`src/rtl/hazard_scoreboard.sv`:
```
// Decode-stage hazard query over a private two-slot shadow of EXE/MEM; zero-cycle match, slots advance each edge.
// A stall inserts a bubble into the EXE shadow and bumps a saturating stall counter; flush squashes the query.
module hazard_scoreboard #(
   parameter int CNT_W = 16
) (
   input  logic             clk,
   input  logic             rst,
   input  logic             id_valid,
   input  logic [3:0]       src1,
   input  logic [3:0]       src2,
   input  logic             Two_src,
   input  logic             id_wb_en,
   input  logic             id_mem_r_en,
   input  logic [3:0]       id_dest,
   input  logic             flush,
   input  logic             forward_en,
   output logic             hazard,
   output logic [1:0]       hazard_src,
   output logic [CNT_W-1:0] stall_count
);

   localparam logic [CNT_W-1:0] CNT_ONE = {{(CNT_W-1){1'b0}}, 1'b1};
   localparam logic [CNT_W-1:0] CNT_MAX = {CNT_W{1'b1}};

   logic             r_e_v;
   logic             r_e_wb;
   logic             r_e_mr;
   logic [3:0]       r_e_dst;
   logic             r_m_v;
   logic             r_m_wb;
   logic [3:0]       r_m_dst;
   logic [CNT_W-1:0] r_stall_count;

   logic             w_me1;
   logic             w_mm1;
   logic             w_me2;
   logic             w_mm2;
   logic             w_c1;
   logic             w_c2;
   logic             w_qual;
   logic [1:0]       w_hazard_src;
   logic             w_hazard;
   logic             w_bubble;

   always_comb begin
      w_me1 = r_e_v & r_e_wb & (r_e_dst == src1);
      w_mm1 = r_m_v & r_m_wb & (r_m_dst == src1);
      w_me2 = r_e_v & r_e_wb & (r_e_dst == src2) & Two_src;
      w_mm2 = r_m_v & r_m_wb & (r_m_dst == src2) & Two_src;
      // With forwarding only a load still in EXE cannot be bypassed in time.
      if (forward_en) begin
         w_c1 = w_me1 & r_e_mr;
         w_c2 = w_me2 & r_e_mr;
      end else begin
         w_c1 = w_me1 | w_mm1;
         w_c2 = w_me2 | w_mm2;
      end
   end

   assign w_qual       = id_valid & ~flush;
   assign w_hazard_src = {w_c2, w_c1} & {2{w_qual}};
   assign w_hazard     = |w_hazard_src;
   assign w_bubble     = flush | w_hazard | ~id_valid;

   always_ff @(posedge clk) begin
      if (rst) begin
         r_e_v         <= 1'b0;
         r_e_wb        <= 1'b0;
         r_e_mr        <= 1'b0;
         r_e_dst       <= 4'd0;
         r_m_v         <= 1'b0;
         r_m_wb        <= 1'b0;
         r_m_dst       <= 4'd0;
         r_stall_count <= '0;
      end else begin
         r_m_v   <= r_e_v;
         r_m_wb  <= r_e_wb;
         r_m_dst <= r_e_dst;
         if (w_bubble) begin
            r_e_v   <= 1'b0;
            r_e_wb  <= 1'b0;
            r_e_mr  <= 1'b0;
            r_e_dst <= 4'd0;
         end else begin
            r_e_v   <= 1'b1;
            r_e_wb  <= id_wb_en;
            r_e_mr  <= id_mem_r_en;
            r_e_dst <= id_dest;
         end
         if (w_hazard && (r_stall_count != CNT_MAX)) begin
            r_stall_count <= r_stall_count + CNT_ONE;
         end
      end
   end

   assign hazard      = w_hazard;
   assign hazard_src  = w_hazard_src;
   assign stall_count = r_stall_count;

endmodule

```
`config.mk`:
```
export PLATFORM = sky130hd
export DESIGN_NAME = hazard_scoreboard
export DESIGN_NICKNAME = d
export VERILOG_FILES = /design/src/rtl/hazard_scoreboard.sv
export SDC_FILE = /design/constraint.sdc
export NUM_CORES = 1
export LEC_CHECK = 0
export ABC_CLOCK_PERIOD_IN_PS = 2600
export CAP_MARGIN = 20
export CORE_MARGIN = 2
export CORE_UTILIZATION = 47
export CTS_CLUSTER_DIAMETER = 60
export DETAILED_ROUTE_END_ITERATION = 10
export GPL_ROUTABILITY_DRIVEN = 1
export PLACE_DENSITY = 0.89
export SLEW_MARGIN = 20
export SYNTH_ARGS = -nofsm -noshare
export SYNTH_HDL_FRONTEND = slang
export SYNTH_SLANG_ARGS = --single-unit
```
`constraint.sdc`:
```
create_clock -name clk -period 2.6 [get_ports clk]
set_input_delay 0.78 -clock clk [delete_from_list [all_inputs] [get_ports clk]]
set_output_delay 0.78 -clock clk [all_outputs]
set_load 0.01 [all_outputs]
```
# == Word level (Yosys, flattened, before mapping) ==
# Cells that the tools add are included.
# totals
inputBits,20
memories,0
mem_bits_ro,0
ramBits,0
elab_cells,38
latch_bits,0
register_bits,29
# classes
order_cmp,0
div,0
mul,0
n_mux,3
bitwise,18
eq_ne,5
n_shift,0
n_addsub,1
n_reduce_logical,3
# op_table
op,n
$add A16 B1 Y16 const B,1
$eq A4 B4 Y1,4
$ne A16 B16 Y1 const B,1
$and A1 B1 Y1,11
$or A1 B1 Y1,4
$reduce_or A2 Y1,2
$mux W1,3
$and A2 B2 Y2,1
$not A1 Y1,2
$logic_and A1 B1 Y1,1

# == Longest topological paths before layout ==
# depth
depth_word,10
ltp_mapped,8
mapped_depth_nobuf,7

# == Worst setup path before layout ==
# No wires, ideal clock.
# synth_timing
path_kind,in2out
startpoint,in src1[2]
endpoint,out hazard
slack_ns,0.004
arrival_time_ns,1.816
path_buffers,1
path_stages,6
t_required_ns,1.820
path_cell_list,xor2_1 -> nor4_2 -> a22o_2 -> o21ba_4 -> buf_6 -> inv_1
# synth_via
elab_chain_len,6
elab_cells_between_ends,9
cone_classes,eq/ne (2); mux (1); bitwise (5); reduce/logical (1)
# synth_rtl
item,line_no,rtl
from (decl),9,"input logic [3:0] src1,"
"$eq A4 B4 Y1, on equally long branches","46, 47",
"$and A1 B1 Y1, on equally long branches","46, 47",
$or A1 B1 Y1 / $and A1 B1 Y1 (equally long branches),"55, 52",
$mux W1 (*),51,if (forward_en) begin
$and A2 B2 Y2 (*),61,"assign w_hazard_src = {w_c2, w_c1} & {2{w_qual}};"
via hazard_src[0],18,"output logic [1:0] hazard_src,"
$reduce_or A2 Y1 (*),62,assign w_hazard = |w_hazard_src;
to (decl),17,"output logic hazard,"
# Mark *: on every way through the listed nets, which the timed path passes. The rest lies on a longest branch.

# == Worst setup path after layout ==
# layout_timing
startpoint,in src1[0]
endpoint,out hazard
# layout_via
elab_chain_len,6
elab_cells_between_ends,9
cone_classes,eq/ne (2); mux (1); bitwise (5); reduce/logical (1)
# layout_rtl
item,line_no
"$eq A4 B4 Y1, on equally long branches","46, 47"
"$and A1 B1 Y1, on equally long branches","46, 47"
$or A1 B1 Y1 / $and A1 B1 Y1 (equally long branches),"55, 52"
$mux W1 (*),51
$and A2 B2 Y2 (*),61
$reduce_or A2 Y1 (*),62
# Every way passes the cells marked *; elsewhere a longest branch is shown, timed or not.

==> metrics.txt <==
outcome=complete, but fails checks; violated checks=setup timing; Pre-Repair DR Iteration Count=4; Worst Hold Class=reg2reg; Power Dens Cells=459 nW/µm²; MaxCap Viol Count=0; clock sink total=29; core box area=2980 µm²; Initial DRC Count=65; Max Root-Sink Buffers=2; CP Capture Type=output pin; reg2reg end=stall_count[11]; most common cell after layout, fill and taps aside=dfxtp_1; largest net degree at the start of global routing=29; Finished Core Util=65.2%; die width=59.2 µm; most used cell along the critical path=buf_6; number of port buffers=38; RePlAce Congestion=0.903; fin worst setup slack=-10.2 ps; post-synthesis sequential area ratio=40.6%; number of global-route vias before repair=1183; leakage power total=0.719 nW; worst-case reg-to-reg path depth=7; crit path DAT=1830 ps; GRT overflow=0; GRT Total Usage=19.8%; most frequent cells in the layout=dfxtp_1, clkdlybuf4s50_1, xor2_1, a21oi_1, nand2_1; Rows=20; slowest CP cell=nor4_1; Worst Hold Depth=1; fin nets=228; final wirelength=3.18 mm; Top Ports=39; Mapped Cells=161; HPWL after detailed placement=2.36 mm; Worst setup SP type=input port; Yosys Warn Count=0; CTS Hold Bufs=0; Comb power frac=7.1%; RR Startpoint=r_e_dst[0]; RSZ-0062 raised after global routing=yes; clock latency reported for the late side of the worst-skew pair=340 ps; CP Max Fanout=2; FMAX=383 MHz; Mapped Area=1430 µm²; CP max stage delay=310 ps; ANT nets after route=0; postcts setup bufs=0; Die Ht=59.2 µm; ant diodes=0; DRC viols=0; Worst-path clk slew=100 ps; Sw Pwr=0.201 mW; critical path required time=1820 ps; Avg Vias per Cell=5.52; max_slew headroom=67.3%; Seq pwr share=50.8%; WL/cell=13.2 µm; Hold WS=466 ps; R2R Setup Slk=380 ps; cts bufs inserted=5; Setup CP Type=in2out; Final period util=100%; clk_skew=15.0 ps; crit-path cells=buf_6 -> xor2_1 -> nor4_1 -> a22o_2 -> o21ba_4 -> inv_4 -> buf_6; Synthesized Nets=182; Clock H-tree levels=2; setup TNS=-10.2 ps; master cell of the clock root buffer=clkbuf_4; antenna violations before repair=0; number of synthesized flops with an enable pin=0; number of library cell types mapped by synthesis=37; Die ar.=3500 µm²; first-pass GRT wire length=5.18 mm; final setup vio count=1; final hold violation count=0; Top FF cell, synth=dfxtp_1; endpoint of the worst hold path=r_m_wb; asr flop ratio synth=0%; cell-internal power=0.690 mW; layout cells sized above 1=17.8%; Area growth syn-to-layout=35.8%; initial core utilization=48.0%; Mean Syn Cell Area=8.88 µm²; switch share=22.6%; Synth Register Bits=29; Clk pwr share=42.1%; Final Max Tran Viols=0; CTS tree=yes; fin crit period=2610 ps; Peak VDD IR=0.305 mV; Slew @ Worst Pin=489 ps; vias=1330; HP Start=r_e_wb
how the worst max path moves through the flow:
stage | from | endpoint | slack [ps] | cells past startpoint
6_report | src1[0] | hazard | -10 | 7
5_1_grt | src1[0] | hazard | -50 | 7
4_1_cts | src1[1] | hazard | 6 | 7
3_5_place_dp | src1[3] | hazard | -850 | 7
3_3_place_gp | src1[3] | hazard | -820 | 7
2_1_floorplan | src1[2] | hazard | 4 | 6
kinds of logic after synthesis:
| group | synth area share [%] |
|---|---|
| AOI/OAI and AO/OA | 13.9 |
| xor gates and xnor gates | 9.80 |
| adders and majority gates | 0.875 |
| buffers and inverters | 3.32 |
| DFF | 40.6 |
| muxes | 0.787 |
| and+or+nand+nor | 30.7 |
synthesized netlist by cell type, drive strengths merged (2+ instances only):
library cell / instances / area share [%]
nand3b: 2 / 1.0
clkbuf: 3 / 0.79
nor4: 3 / 1.7
nor3: 5 / 2.1
dfxtp: 29 / 41
or4: 5 / 2.6
and3: 4 / 1.7
o31ai: 5 / 2.6
nor2: 7 / 1.8
o21ai: 8 / 2.8
xnor2: 2 / 1.2
xor2: 14 / 8.6
or3: 6 / 2.6
nand4: 5 / 2.2
nor2b: 8 / 3.5
nand3: 7 / 2.4
nand2: 9 / 2.4
buf: 4 / 2.3
a21oi: 14 / 4.9
and2: 8 / 3.5
final cells by class:
| type | instances | area, µm² |
|---|---|---|
| Fill cell | 245 | 1040 |
| Multi-Input combinational cell | 124 | 817 |
| Sequential cell | 29 | 581 |
| Timing Repair Buffer | 46 | 413 |
| Clock inverter | 3 | 46.3 |
| Tap cell | 33 | 41.3 |
| Clock buffer | 5 | 37.5 |
| Inverter | 1 | 6.26 |
repair_timing:
action | CTS | global route
resized for setup | 54 | 6
pin swaps | 9 | 5
setup endpoints to repair | 10 | 3
sequential cells by signal, indices dropped and copies added, names as in the netlist:
signal	flops
r_e_wb	1
r_e_v	1
r_e_mr	1
stall_count	16
r_m_v	1
r_m_wb	1
r_e_dst	4
r_m_dst	4
per-layer routing:
metal / global-route usage [%] / share of wire [%] / up-vias
met3: 4.80 / 4.2 / 9
met4: 9.09 / 1.9 / 0
met5: 0 / 0 / -
li1: - / - / 675
met2: 31.3 / 49 / 33
met1: 25.4 / 45 / 613
critical path: cells and delay by family:
family | cells | cell delay, ps
simple gates | 1 | 310
compound gates | 2 | 360
buf+inv | 3 | 250
xor+xnor | 1 | 150
metrics by stage:
| stage | cells | setup WS, ps | instance area (µm²) | power (mW) |
|---|---|---|---|---|
| 2_1_floorplan | 161 | 3.80 | 1430 | 0.486 |
| 3_3_place_gp | 233 | -818 | 1870 | 0.526 |
| 3_5_place_dp | 233 | -853 | 1870 | 0.528 |
| 4_1_cts | 241 | 6.22 | 1940 | 0.897 |
| 5_1_grt | 241 | -46.2 | 1940 | 0.926 |
| 6_report | 241 | -10.2 | 1940 | 0.891 |
power by group through the flow:
stage	clock, mW	sequential, mW	combinational (mW)
2_1_floorplan	0	0.462	0.0243
3_3_place_gp	0	0.462	0.0633
3_5_place_dp	0	0.463	0.0655
4_1_cts	0.381	0.452	0.0629
5_1_grt	0.404	0.453	0.0692
6_report	0.376	0.452	0.0633
Note: power is estimated with default switching activity, not from simulation.
